File: config.mk
export PLATFORM = sky130hd
export DESIGN_NAME = fetch_unit
export DESIGN_NICKNAME = d
export VERILOG_FILES = /design/src/rtl/fetch_unit_pkg.sv /design/src/rtl/fetch_unit_fd_pipe_reg.sv /design/src/rtl/fetch_unit.sv
export SDC_FILE = /design/constraint.sdc
export NUM_CORES = 1
export LEC_CHECK = 0
export CAP_MARGIN = 20
export CORE_ASPECT_RATIO = 0.9
export CORE_MARGIN = 2
export CORE_UTILIZATION = 45
export CTS_CLUSTER_DIAMETER = 150
export DETAILED_ROUTE_END_ITERATION = 6
export DONT_BUFFER_PORTS = 1
export PLACE_DENSITY = 0.66
export SYNTH_ARGS = -nofsm -noshare
export SYNTH_HDL_FRONTEND = slang
export SYNTH_SLANG_ARGS = --single-unit
export TNS_END_PERCENT = 5
File: constraint.sdc
create_clock -name clk -period 2.05 [get_ports clk]
set_input_delay 0.1025 -clock clk [delete_from_list [all_inputs] [get_ports clk]]
set_output_delay 0.1025 -clock clk [all_outputs]
set_load 0.005 [all_outputs]
File: src/rtl/fetch_unit_pkg.sv
// rtl/fetch_unit_pkg.sv - shared pipeline constants, stage and ALU codes
package fetch_unit_pkg;

    localparam logic [31:0] RESET_PC_DEFAULT = 32'h0000_3000;
    localparam logic [31:0] WORD_BYTES       = 32'd4;
    localparam logic [31:0] LINK_OFFSET      = 32'd8;
    localparam logic [31:0] WORD_ALIGN_MASK  = ~(WORD_BYTES - 32'd1);

    typedef enum logic [2:0] {
        STAGE_F,
        STAGE_D,
        STAGE_E,
        STAGE_M,
        STAGE_W
    } stage_e;

    typedef enum logic [3:0] {
        ALU_ADD,
        ALU_SUB,
        ALU_AND,
        ALU_OR,
        ALU_XOR,
        ALU_NOR,
        ALU_SLT,
        ALU_SLL,
        ALU_SRL,
        ALU_SRA,
        ALU_LUI
    } alu_op_e;

    function automatic logic [31:0] link_addr(input logic [31:0] pc);
        return pc + LINK_OFFSET;
    endfunction

endpackage

File: src/rtl/fetch_unit_fd_pipe_reg.sv
// rtl/fetch_unit_fd_pipe_reg.sv - F/D pipeline register with bubble insertion
module fd_pipe_reg
    import fetch_unit_pkg::*;
#(
    parameter logic [31:0] RESET_PC = RESET_PC_DEFAULT
) (
    input  logic        clk,
    input  logic        reset,
    input  logic        load_i,
    input  logic        insert_i,
    input  logic [31:0] instr_i,
    input  logic [31:0] pc_i,
    input  logic        bubble_i,
    output logic [31:0] instr_o,
    output logic [31:0] pc_o,
    output logic        bubble_o
);

    logic [31:0] instr_q, instr_d;
    logic [31:0] pc_q, pc_d;
    logic        bubble_q, bubble_d;

    // An inserted bubble still takes pc_i so the caller decides what pc a bubble carries
    always_comb begin
        instr_d  = instr_q;
        pc_d     = pc_q;
        bubble_d = bubble_q;
        if (load_i) begin
            pc_d = pc_i;
            if (insert_i) begin
                instr_d  = 32'h0;
                bubble_d = 1'b1;
            end else begin
                instr_d  = instr_i;
                bubble_d = bubble_i;
            end
        end
    end

    always_ff @(posedge clk) begin
        if (reset) begin
            instr_q  <= 32'h0;
            pc_q     <= RESET_PC;
            bubble_q <= 1'b1;
        end else begin
            instr_q  <= instr_d;
            pc_q     <= pc_d;
            bubble_q <= bubble_d;
        end
    end

    assign instr_o  = instr_q;
    assign pc_o     = pc_q;
    assign bubble_o = bubble_q;

endmodule

File: src/rtl/fetch_unit.sv
// rtl/fetch_unit.sv - instruction fetch stage: PC, halt latch, counters, F/D register
module fetch_unit
    import fetch_unit_pkg::*;
#(
    parameter logic [31:0] RESET_PC   = RESET_PC_DEFAULT,
    parameter int unsigned IMEM_WORDS = 1024
) (
    input  logic        clk,
    input  logic        reset,
    input  logic        stall,
    input  logic        redirect,
    input  logic [31:0] redirectTarget,
    input  logic        halt,
    output logic [31:0] imemAddr,
    input  logic [31:0] imemData,
    output logic [31:0] instrD,
    output logic [31:0] pcD,
    output logic [31:0] pc8D,
    output logic        bubbleD,
    output logic        halted,
    output logic [31:0] fetchCount,
    output logic        imemRangeErr
);

    logic [31:0] pc_q, pc_d;
    logic        halted_q, halted_d;
    logic        range_err_q, range_err_d;
    logic [31:0] fetch_count_q, fetch_count_d;

    logic        halting;
    logic        advance;
    logic        out_of_range;
    logic [31:0] word_offset;

    always_comb begin
        halting       = halt || halted_q;
        advance       = !stall && !halting;
        // Unsigned wrap makes addresses below RESET_PC land far out of range
        word_offset   = (pc_q - RESET_PC) >> 2;
        out_of_range  = word_offset >= 32'(IMEM_WORDS);

        pc_d          = pc_q;
        halted_d      = halted_q || (!stall && halt);
        range_err_d   = range_err_q || (advance && out_of_range);
        fetch_count_d = fetch_count_q;

        if (advance) begin
            pc_d = redirect ? (redirectTarget & WORD_ALIGN_MASK) : (pc_q + WORD_BYTES);
            if (!out_of_range && fetch_count_q != 32'hFFFF_FFFF) begin
                fetch_count_d = fetch_count_q + 32'd1;
            end
        end
    end

    always_ff @(posedge clk) begin
        if (reset) begin
            pc_q          <= RESET_PC;
            halted_q      <= 1'b0;
            range_err_q   <= 1'b0;
            fetch_count_q <= 32'h0;
        end else begin
            pc_q          <= pc_d;
            halted_q      <= halted_d;
            range_err_q   <= range_err_d;
            fetch_count_q <= fetch_count_d;
        end
    end

    // Halt bubbles keep pcD; range-error bubbles record the faulting PC
    fd_pipe_reg #(
        .RESET_PC (RESET_PC)
    ) u_fd (
        .clk      (clk),
        .reset    (reset),
        .load_i   (!stall),
        .insert_i (halting || out_of_range),
        .instr_i  (imemData),
        .pc_i     (halting ? pcD : pc_q),
        .bubble_i (1'b0),
        .instr_o  (instrD),
        .pc_o     (pcD),
        .bubble_o (bubbleD)
    );

    assign imemAddr     = pc_q;
    assign pc8D         = link_addr(pcD);
    assign halted       = halted_q;
    assign fetchCount   = fetch_count_q;
    assign imemRangeErr = range_err_q;

endmodule

======== After elaboration in Yosys (flattened, before gate mapping) ========
Cells that the tools add are included.
cells by class
  add/subtract/negate cells ............... 4
  magnitude comparators ................... 1
  equality and inequality tests ........... 1
  muxes and demuxes ....................... 3
  bitwise logic cells ..................... 2
  reduce and logical (&&, ||, !) cells .... 13
operators with widths
  kind                      count
  $mux W32                  2
  $add A32 B1 Y32 const B   1
  $add A32 B3 Y32 const B   1
  $add A32 B4 Y32 const B   1
  $ne A32 B32 Y1 const B    1
  $sub A32 B14 Y32 const B  1
  $ge A30 B11 Y1 const B    1
  $logic_and A1 B1 Y1       4
  $logic_or A1 B1 Y1        4
  $reduce_and A2 Y1         2
  $logic_not A1 Y1          3
  $not A1 Y1                2
  $mux W1                   1
storage, ports and cells
  bits in registers ....................... 131
  bits of input ports ..................... 69
  output and inout bits ................... 163
  word-level logic and storage cells ...... 31

======== Depth between registers and ports, before layout ========
Gate-level depths: netlist of the first run.
  depth in word-level cells ............... 5
  depth in mapped cells ................... 8
  depth with buffers taken out ............ 6

======== Cells and area by module ========
A second synthesis of the first run with hierarchy kept.
unflattened totals
  cells, all modules ...................... 850
  area total of the unflattened synthesis .. 7118.1 µm²
modules (own cells, without submodules)
  module       times used  cells each  area an instance (µm²)  seq. area each (µm²)
  fetch_unit   1           601         4614.4                  1281.2
  fd_pipe_reg  1           249         2503.7                  1301.2

======== Worst setup path after synthesis of the first run ========
Ideal clock, no wire load.
  path type ............................... flip-flop to flip-flop
  start ................................... register fetch_count_q[14] (netlist: fetchCount[14])
  end ..................................... register fetch_count_q[23] (netlist: fetchCount[23])
  arrival time ............................ 2.093 ns
  data required time ...................... 1.929 ns
  slack ................................... -0.164 ns
  stages on the path, launching flop included .. 6
  path buffers ............................ 0
  cells stage by stage .................... dfxtp_1 -> nand4_2 -> or4_1 -> or4b_1 -> nor4bb_1 -> mux2_4
between the ends
  cells in the longest elaborated chain, start to end .. 3
  elaborated cells between the ends (all ways) .. 4
RTL lines
  item                                                     RTL line          source
  from (decl)                                              fetch_unit.sv:28  logic [31:0] fetch_count_q, fetch_count_d;
  from (signal assigned)                                   fetch_unit.sv:65  fetch_count_q <= fetch_count_d;
  branches (longest 3 deep; another with $add A32 B1 Y32)  n/a
Parallel ways; which one is timed is not known.
A chain may end at the register's enable or synchronous reset.

======== Worst setup path in the final report of the first run ========
  start ................................... register pc_q[31] (netlist: imemAddr[31])
  end ..................................... register fetch_count_q[3] (netlist: fetchCount[3])
between the ends
  cells in the longest elaborated chain, start to end .. 5
RTL lines
  item                         RTL line          source
  from (decl)                  fetch_unit.sv:25  logic [31:0] pc_q, pc_d;
  from (signal assigned)       fetch_unit.sv:62  pc_q <= pc_d;
  $sub A32 B14 Y32             fetch_unit.sv:39  word_offset = (pc_q - RESET_PC) >> 2;
  $ge A30 B11 Y1               fetch_unit.sv:40  out_of_range = word_offset >= 32'(IMEM_WORDS);
  $logic_not A1 Y1             fetch_unit.sv:49  if (!out_of_range && fetch_count_q != 32'hFFFF_FFFF) begin
  $logic_and A1 B1 Y1          fetch_unit.sv:49
  $reduce_and A2 Y1 (no line)  n/a
Every way passes these cells.

==> results.json, run 1 <==
{
  "die_y_microns": 116,
  "cts-root-buf": "clkbuf_16",
  "rsz0062_at_grt": "true",
  "dp.cells": 1029,
  "grt_pass1_vias": 6336,
  "report.final.slew_viol_count": 0,
  "cts_tree": "built",
  "hold_class": "input pin to register",
  "cp-start-kind": "register",
  "wl_per_cell_microns": 18.9,
  "clock_path_buffers": 2,
  "netlist_top_cells_count": "dfxtp_1 (127), nand2_1 (96), a21oi_1 (83)",
  "slew_headroom_pct": 57.6,
  "reg2regPathDepth": 6,
  "grt_use_met2_pct": 46.4,
  "synth-edff-count": 0,
  "whs_ps": -242,
  "grt_max_degree": 103,
  "synth_cell_type_count": 62,
  "power.density_nw_per_um2": 732,
  "violations": "hold timing, setup timing",
  "synthCells": 777,
  "async_flop_share_pct": 0,
  "grt_overflow": 0,
  "synth_top_area_share_pct": 40.2,
  "grt-busiest-layer": "met2",
  "ys_ff_latch": 127,
  "area_growth_pct": 39.6,
  "die_w_microns": 129,
  "drive_gt1_share_pct": 24.1,
  "synth_area_per_cell_sq_um": 8.14,
  "drv_cap": 0,
  "core_area_sq_um": 13900,
  "met1_usage_pct": 31.9,
  "endpoint": "fetchCount[3]",
  "cp-end-kind": "register",
  "worst_slack_ps": -226,
  "vias": 6766,
  "path_max_fanout": 51,
  "finClkSkew_ps": 8.34,
  "yosys.area.top_type": "dfxtp_1",
  "rr_startpoint": "imemAddr[31]",
  "ioPinCount": 232,
  "worst_slew_pin_slew_ps": 634,
  "crit_arrival_ps": 2630,
  "finalPower_uw": 6470,
  "cts_buffers": 17,
  "r2r_slack_ps": -230,
  "fmax_mhz": 439,
  "setup_viol": 66,
  "drt_wl_total_microns": 21300,
  "placementRows": 41,
  "hold_path_startpoint": "reset",
  "path_class": "register to register",
  "yosysWarnings": 0,
  "required_ps": 2400,
  "grt_pass1_wl_microns": 31700,
  "io_buffers": 0,
  "grt_use_total_pct": 26.9,
  "viasPerCell": 6.02,
  "finalCritPeriodShare_pct": 111,
  "dr.pass1.iters": 6,
  "outcome": "finished with violations",
  "antenna_found_initial": 0,
  "seq_area_frac_synth_pct": 40.2,
  "rr_endpoint": "fetchCount[3]",
  "finalCriticalPeriod_ps": 2280,
  "start_util_pct": 45.5,
  "clkSinkCount": 127,
  "nets": 992,
  "dieArea_sq_um": 15000,
  "gp_congestion": 0.895,
  "power_leakage_uw": 0.00326,
  "dp_hpwl_microns": 14300,
  "synth_ff_type": "dfxtp_1",
  "cts_max_level": 4,
  "synth_most_common_cell": "dfxtp_1",
  "hold_violations": 71,
  "gr-usage-met3_pct": 8.02,
  "final_cells": 1124,
  "cts.clk_slew.worst_paths_ps": 60,
  "insertion_delay_ps": 420,
  "antenna_left": 0,
  "num_antenna_cells": 0,
  "syn_area_sq_um": 6320,
  "drcViolationCount": 0,
  "crit_path_start": "imemAddr[31]",
  "ys_top_cells_by_area": "dfxtp_1 (40%), a21oi_1 (6.6%), nand2_1 (5.7%), a22o_1 (4.8%), or4_1 (3.6%)",
  "peakVddDrop_mv": 0.592,
  "setup-tns-final_ps": -7300,
  "drt_iter0_markers": 592
}
-- sequential cells by signal (all words and copies together), names as in the netlist --
name and flops:
fetchCount 32, imemRangeErr 1, u_fd.pc_o 30, halted 1
u_fd.instr_o 32, u_fd.bubble_o 1, imemAddr 30
-- through the flow --
stage | area [sq um] | utilization, % | worst slack (ps)
detailed placement | 7240 | 52.1 | -264
floorplan | 6370 | - | -77.2
CTS | 8620 | 62.0 | -219
global route | 8830 | 63.5 | -329
global placement | 7240 | 52.1 | -202
finish | 8830 | 63.5 | -226
-- worst min-delay path by stage --
| stage | slack [ps] | depth (start not counted) | to |
|---|---|---|---|
| after global routing | -280 | 1 | fetchCount[15] |
| after floorplan | 230 | 1 | u_fd.instr_o[0] |
| after global placement | 180 | 1 | fetchCount[16] |
| after CTS | -260 | 1 | fetchCount[14] |
| after detailed placement | 180 | 1 | fetchCount[14] |
| final | -240 | 1 | imemRangeErr |
-- cells in the final DEF, fill, tap and decap left out, types with 17 or more instances in the layout --
cell	instances
a21oi_1	72
a22o_1	35
buf_4	111
clkbuf_16	17
dfxtp_1	110
dlygate4sd3_1	59
inv_1	17
nand2_1	96
nand3_1	38
nand4_1	19
nor2_1	38
nor3_1	17
o21ai_0	19
o31ai_1	28
or4_1	29
-- logic make-up (layout without fill, tap and decap cells) --
group,Yosys count,after routing,synth area share (%)
AND/OR/NAND/NOR,322,322,26.8
AO/OA/AOI/OAI,210,210,21.9
flip-flops,127,127,40.2
buffers and inverters,78,227,5.12
XOR/XNOR,27,27,3.74
multiplexers,8,8,1.38
adder cells (fa/ha/maj),4,4,0.791
other,1,6,0.0593
-- power by group --
group,internal [uW],total [uW],switching [uW]
Clock,2230,3370,1150
Sequential,2520,2580,57.8
Combinational,245,513,268
Total,4990,6470,1480
-- layout make-up --
class	count	area [sq um]
inverters	18	67.6
flip-flops and latches	127	2570
repair buffers	178	1530
clock buffers	19	453
well taps	193	241
multi-input cells	577	3760
clock inverters	12	208
fillers	1155	5070
-- metal layers --
metal	wire (microns)	vias to the layer above
li1	-	3158
met1	8480	3234
met2	10400	331
met3	1890	43
met4	489	0
met5	0	-
-- what timing repair did --
action                     4_1_cts  5_1_grt
hold buffers                    55        4
setup buffers                    3        1
hold endpoints to repair       127       75
setup endpoints to repair       79       99
pin swaps                       33       21
resized for setup               39       33
-- worst max-delay path, cell delays in order, from the launching register on --
cell	delay (ps)
dfxtp_2	310
or4_4	550
nor4_4	310
o211ai_4	130
buf_12	190
or4_1	550
a21oi_2	160
(Power assumes the default switching activity.)
==> run 2: changes to the inputs <==
--- a/config.mk
+++ b/config.mk
@@ -5,14 +5,16 @@
 export SDC_FILE = /design/constraint.sdc
 export NUM_CORES = 1
 export LEC_CHECK = 0
+export ABC_CLOCK_PERIOD_IN_PS = 2700
 export CAP_MARGIN = 20
 export CORE_ASPECT_RATIO = 0.9
 export CORE_MARGIN = 2
 export CORE_UTILIZATION = 45
+export CTS_BUF_LIST = sky130_fd_sc_hd__clkbuf_2
 export CTS_CLUSTER_DIAMETER = 150
 export DETAILED_ROUTE_END_ITERATION = 6
 export DONT_BUFFER_PORTS = 1
-export PLACE_DENSITY = 0.66
+export PLACE_DENSITY = 0.64
 export SYNTH_ARGS = -nofsm -noshare
 export SYNTH_HDL_FRONTEND = slang
 export SYNTH_SLANG_ARGS = --single-unit
==> constraint.sdc (replaced) <==
create_clock -name clk -period 2.7 [get_ports clk]
set_input_delay 0.135 -clock clk [delete_from_list [all_inputs] [get_ports clk]]
set_output_delay 0.135 -clock clk [all_outputs]
set_load 0.005 [all_outputs]
==> run 2 against run 1 <==
Clock skew is 23 ps higher; the flow now finishes without violations; first-iteration DRC count is 12% lower; clock power is 71% lower; sequential power is 23% lower; critical endpoint is now imemAddr[13]; routed wire length is 6.7% lower; fmax is 14% lower.
==> results.json, run 2 (synthesis gave the netlist of run 1 again) <==
{
  "drt_wl_total_microns": 19800,
  "final_cells": 1075,
  "drv_cap": 0,
  "gp_congestion": 0.875,
  "grt_overflow": 0,
  "final_cell_mix": "dfxtp_1 (110), dlygate4sd3_1 (100), nand2_1 (95)",
  "hold_class": "input pin to register",
  "slew_headroom_pct": 53.0,
  "wl_per_cell_microns": 18.5,
  "antenna_left": 0,
  "cpMaxStageDelayCell": "dlygate4sd3_1",
  "drive_gt1_share_pct": 11.0,
  "grt_use_met2_pct": 41.6,
  "dieArea_sq_um": 15000,
  "nets": 943,
  "placementRows": 41,
  "io_buffers": 0,
  "power.density_nw_per_um2": 431,
  "path_class": "register to register",
  "cp-start-kind": "register",
  "required_ps": 3250,
  "die_w_microns": 129,
  "worst_slack_ps": 61.2,
  "clock_path_buffers": 2,
  "fmax_mhz": 379,
  "hold_end": "imemAddr[12]",
  "dp_hpwl_microns": 12500,
  "grt_max_degree": 103,
  "grt_pass1_wl_microns": 29800,
  "power_leakage_uw": 0.00271,
  "cts_tree": "built",
  "setup_viol": 0,
  "critical_path.top_delay_family": "buffers and inverters",
  "drt_iter0_markers": 522,
  "finalCritPeriodShare_pct": 97.7,
  "area_growth_pct": 24.6,
  "start_util_pct": 45.5,
  "cts.clk_slew.worst_paths_ps": 180,
  "report.final.slew_viol_count": 0,
  "core_area_sq_um": 13900,
  "cts_max_level": 4,
  "r2r_slack_ps": 60,
  "vias": 6560,
  "path_max_fanout": 8,
  "clkSinkCount": 127,
  "insertion_delay_ps": 660,
  "drcViolationCount": 0,
  "cts_buffers": 17,
  "dp.cells": 937,
  "critical-path-max-stage-delay_ps": 560,
  "cts-root-buf": "clkbuf_2",
  "die_y_microns": 116,
  "cpMostUsedCell": "dlygate4sd3_1",
  "rr_startpoint": "imemAddr[3]",
  "pre_cts_slack_ps": 133,
  "whs_ps": 98.7,
  "finClkSkew_ps": 31.2,
  "reg2regPathDepth": 8,
  "dr.pass1.iters": 5,
  "hold_path_startpoint": "redirect",
  "ioPinCount": 232,
  "grt-busiest-layer": "met2",
  "path_cells": "buf_4, nand4_1, nor2_2, and3_1, a22o_1, dlygate4sd3_1, a221o_1, dlygate4sd3_1",
  "final_common_cell": "dfxtp_1",
  "whs_path_depth": 3,
  "outcome": "completed",
  "worst_slew_pin_slew_ps": 700,
  "grt_pass1_vias": 5962,
  "finalCriticalPeriod_ps": 2640,
  "grt_use_total_pct": 24.9,
  "cp-end-kind": "register",
  "rsz0062_at_grt": "true",
  "rr_endpoint": "imemAddr[13]",
  "hold_violations": 0,
  "crit_buf_inv": 3,
  "met1_usage_pct": 31.3,
  "antenna_found_initial": 1,
  "viasPerCell": 6.10,
  "crit_arrival_ps": 3190,
  "gr-usage-met3_pct": 7.56,
  "peakVddDrop_mv": 0.313
}
run 2: final cells by class:
class	count	area, sq um
diodes	1	2.50
clock buffers	20	100
clock inverters	10	73.8
fillers	1214	6020
inverters	18	67.6
multi-input cells	578	3550
flip-flops and latches	127	2560
well taps	193	241
repair buffers	128	1290
run 2: per-layer routing:
| layer | share of wire, % | up-vias |
|---|---|---|
| li1 | - | 3077 |
| met1 | 41 | 3076 |
| met2 | 47 | 386 |
| met3 | 10 | 21 |
| met4 | 1.0 | 0 |
| met5 | 0 | - |
run 2: tightest hold or removal path, stage by stage:
cell and delay [ps]:
clkinv_1 370, nor3_1 130, o21bai_1 100
run 2: repair_timing:
action,4_1_cts,5_1_grt
buffers inserted,0,2
pin swaps,0,3
resized for setup,3,26
cloned,0,1
setup endpoints to repair,9,17
hold buffers,102,0
endpoints found under the hold margin,127,0
run 2: per-stage QoR:
stage               setup TNS (ps)  util, %  area, sq um  total power (uW)
CTS                          -45.6     55.8         7760              3400
floorplan                        0        -         6340              2220
detailed placement               0     46.9         6530              2260
global placement                 0     46.9         6530              2250
global route                 -48.7     56.7         7880              3580
finish                           0     56.7         7880              3400
run 2: power breakdown:
group | switching, uW | internal [uW] | leakage (uW)
clock network | 677 | 315 | 0.000122
logic | 225 | 198 | 0.00156
registers | 67.5 | 1920 | 0.00103
total | 969 | 2430 | 0.00271
run 2: worst max-delay path by stage:
stage	from	to	slack [ps]	depth (start not counted)
after floorplan	fetchCount[14]	fetchCount[23]	490	5
after global placement	halted	fetchCount[29]	210	5
after detailed placement	halted	fetchCount[31]	130	5
after CTS	u_fd.pc_o[17]	pc8D[30]	-50	5
after global routing	imemAddr[3]	imemAddr[13]	-20	8
final	imemAddr[3]	imemAddr[13]	60	8
==> run 3: changes to the inputs <==
--- a/config.mk
+++ b/config.mk
@@ -14,7 +14,9 @@
 export CTS_CLUSTER_DIAMETER = 150
 export DETAILED_ROUTE_END_ITERATION = 6
 export DONT_BUFFER_PORTS = 1
+export GPL_TIMING_DRIVEN = 0
 export PLACE_DENSITY = 0.64
+export RECOVER_POWER = 50
 export SYNTH_ARGS = -nofsm -noshare
 export SYNTH_HDL_FRONTEND = slang
 export SYNTH_SLANG_ARGS = --single-unit
==> run 3 against run 2 <==
Clock power grew 32%; via count grew 1.7%; power grew 9.0%; utilization shrank 0.73 points; final cell count grew 1.3%; global-route usage grew 3.3 points; critical endpoint is now imemAddr[21]; largest cell class unchanged.
==> results.json, run 3 (synthesis gave the netlist of run 1 again) <==
{
  "outcome": "completed",
  "core_area_sq_um": 13900,
  "final_cell_mix": "dfxtp_1 (118), nand2_1 (96), a21oi_1 (83)",
  "met1_length_microns": 9330,
  "finalPower_uw": 3710,
  "ioPinCount": 232,
  "dieArea_sq_um": 15000,
  "path_class": "register to register",
  "clkSinkCount": 127,
  "dp_hpwl_microns": 15600,
  "finalCritPeriodShare_pct": 96.5,
  "cts_tree": "built",
  "final_common_cell": "dfxtp_1",
  "crit_arrival_ps": 3290,
  "gp_congestion": 0.897,
  "grt_pass1_vias": 6133,
  "num-fill-cells": 1269,
  "rr_endpoint": "imemAddr[21]",
  "drt_wl_total_microns": 22000,
  "hold_path_startpoint": "imemData[28]",
  "grt_use_total_pct": 28.3,
  "regArea_sq_um": 2560,
  "cp-end-kind": "register",
  "route.top_layer_used": "met4",
  "num_antenna_cells": 0,
  "grt_overflow": 0,
  "cts.clk_slew.worst_paths_ps": 210,
  "drcViolationCount": 0,
  "cts-root-buf": "clkbuf_2",
  "drv_cap": 0,
  "required_ps": 3380,
  "multiInputGateArea_sq_um": 3560,
  "cts_buffers": 17,
  "power.density_nw_per_um2": 476,
  "io_buffers": 0,
  "viasPerCell": 6.13,
  "grt_pass1_wl_microns": 32900,
  "reg2regPathDepth": 8,
  "r2r_slack_ps": 90,
  "finClkSkew_ps": 27.9,
  "power_leakage_uw": 0.00262,
  "setup_viol": 0,
  "dr.pass1.iters": 5,
  "nets": 956,
  "placementRows": 41,
  "path_max_fanout": 8,
  "finalCriticalPeriod_ps": 2610,
  "start_util_pct": 45.5,
  "drt_iter0_markers": 506,
  "fmax_mhz": 384,
  "peakVddDrop_mv": 0.427,
  "insertion_delay_ps": 740,
  "worst_slew_pin_slew_ps": 773,
  "die_y_microns": 116,
  "hold_violations": 0,
  "wl_per_cell_microns": 20.2,
  "rsz0062_at_grt": "true",
  "rr_startpoint": "imemAddr[9]",
  "cp-start-kind": "register",
  "drive_gt1_share_pct": 9.26,
  "hold_end": "u_fd.instr_o[28]",
  "vias": 6673,
  "area_growth_pct": 23.0,
  "die_w_microns": 129,
  "antenna_found_initial": 0,
  "report.final.slew_viol_count": 0,
  "cts_max_level": 4,
  "grt_max_degree": 17,
  "whs_path_depth": 2,
  "hold_class": "input pin to register",
  "slew_headroom_pct": 48.5,
  "clock_path_buffers": 2,
  "antenna_left": 0,
  "setup-tns-final_ps": 0,
  "met3_length_microns": 2260,
  "wl_met2_microns": 10100
}
run 3: cell count changes in the layout (fill, tap and decap cells not counted), moves of 8 or more:
| cell | delta |
|---|---|
| buf_4 | -15 |
| dlygate4sd3_1 | -19 |
| dfxtp_2 | -9 |
| dfxtp_1 | +8 |
| clkbuf_1 | +40 |
run 3: stage by stage:
| step | worst slack, ps | util, % | hold slack (ps) | instance area [sq um] | cells |
|---|---|---|---|---|---|
| after detailed placement | -66.2 | 47.4 | 271 | 6590 | 975 |
| final | 93.4 | 56.0 | 47.8 | 7780 | 1089 |
| after global placement | -4.00 | 47.4 | 262 | 6590 | 975 |
| after global routing | -30.6 | 56.0 | 1.76 | 7780 | 1089 |
| after CTS | -2.94 | 55.4 | 1.33 | 7700 | 1087 |
| after floorplan | 486 | - | 261 | 6340 | 782 |
run 3: layer usage:
metal / up-vias / track usage (%)
met5: - / 0
met2: 358 / 45.1
met1: 3176 / 36.8
met3: 32 / 8.47
li1: 3107 / -
met4: 0 / 9.57
run 3: timing repair:
item	in CTS	in global routing
resized for setup	15	24
buffers inserted	0	1
hold buffers	80	1
endpoints found under the hold margin	73	1
pin swaps	0	3
endpoints found under the setup margin	17	60
run 3: critical path: stages, from the launching register on:
cell and delay (ps):
dfxtp_1 410, clkbuf_2 230, and3_1 170, clkbuf_1 250
nand4_1 330, nor4_1 260, a21oi_1 70, o32ai_1 250
dlygate4sd3_1 580
run 3: where the power goes:
| part | switching [uW] | internal (uW) | leakage (uW) | total [uW] |
|---|---|---|---|---|
| registers | 76.5 | 1920 | 0.00103 | 2000 |
| clock network | 778 | 528 | 0.000148 | 1310 |
| logic | 231 | 174 | 0.00144 | 405 |
| total | 1090 | 2620 | 0.00262 | 3710 |
run 3: how the worst max path moves through the flow:
stage / start / endpoint / slack [ps] / cells past startpoint
4_1_cts: u_fd.pc_o[3] / pc8D[29] / -3 / 6
2_1_floorplan: fetchCount[14] / fetchCount[23] / 490 / 5
3_5_place_dp: fetchCount[0] / fetchCount[16] / -70 / 6
6_report: imemAddr[9] / imemAddr[21] / 90 / 8
3_3_place_gp: fetchCount[0] / fetchCount[18] / -4 / 6
5_1_grt: imemAddr[9] / imemAddr[21] / -30 / 8
run 3: final cells by class:
class | count | area share (%)
tap | 193 | 3.10
multi-input combinational | 577 | 45.7
clock buffer | 17 | 1.09
timing repair buffer | 82 | 10.5
clock inverter | 15 | 2.40
sequential | 127 | 32.8
buffer | 60 | 3.44
inverter | 18 | 0.868
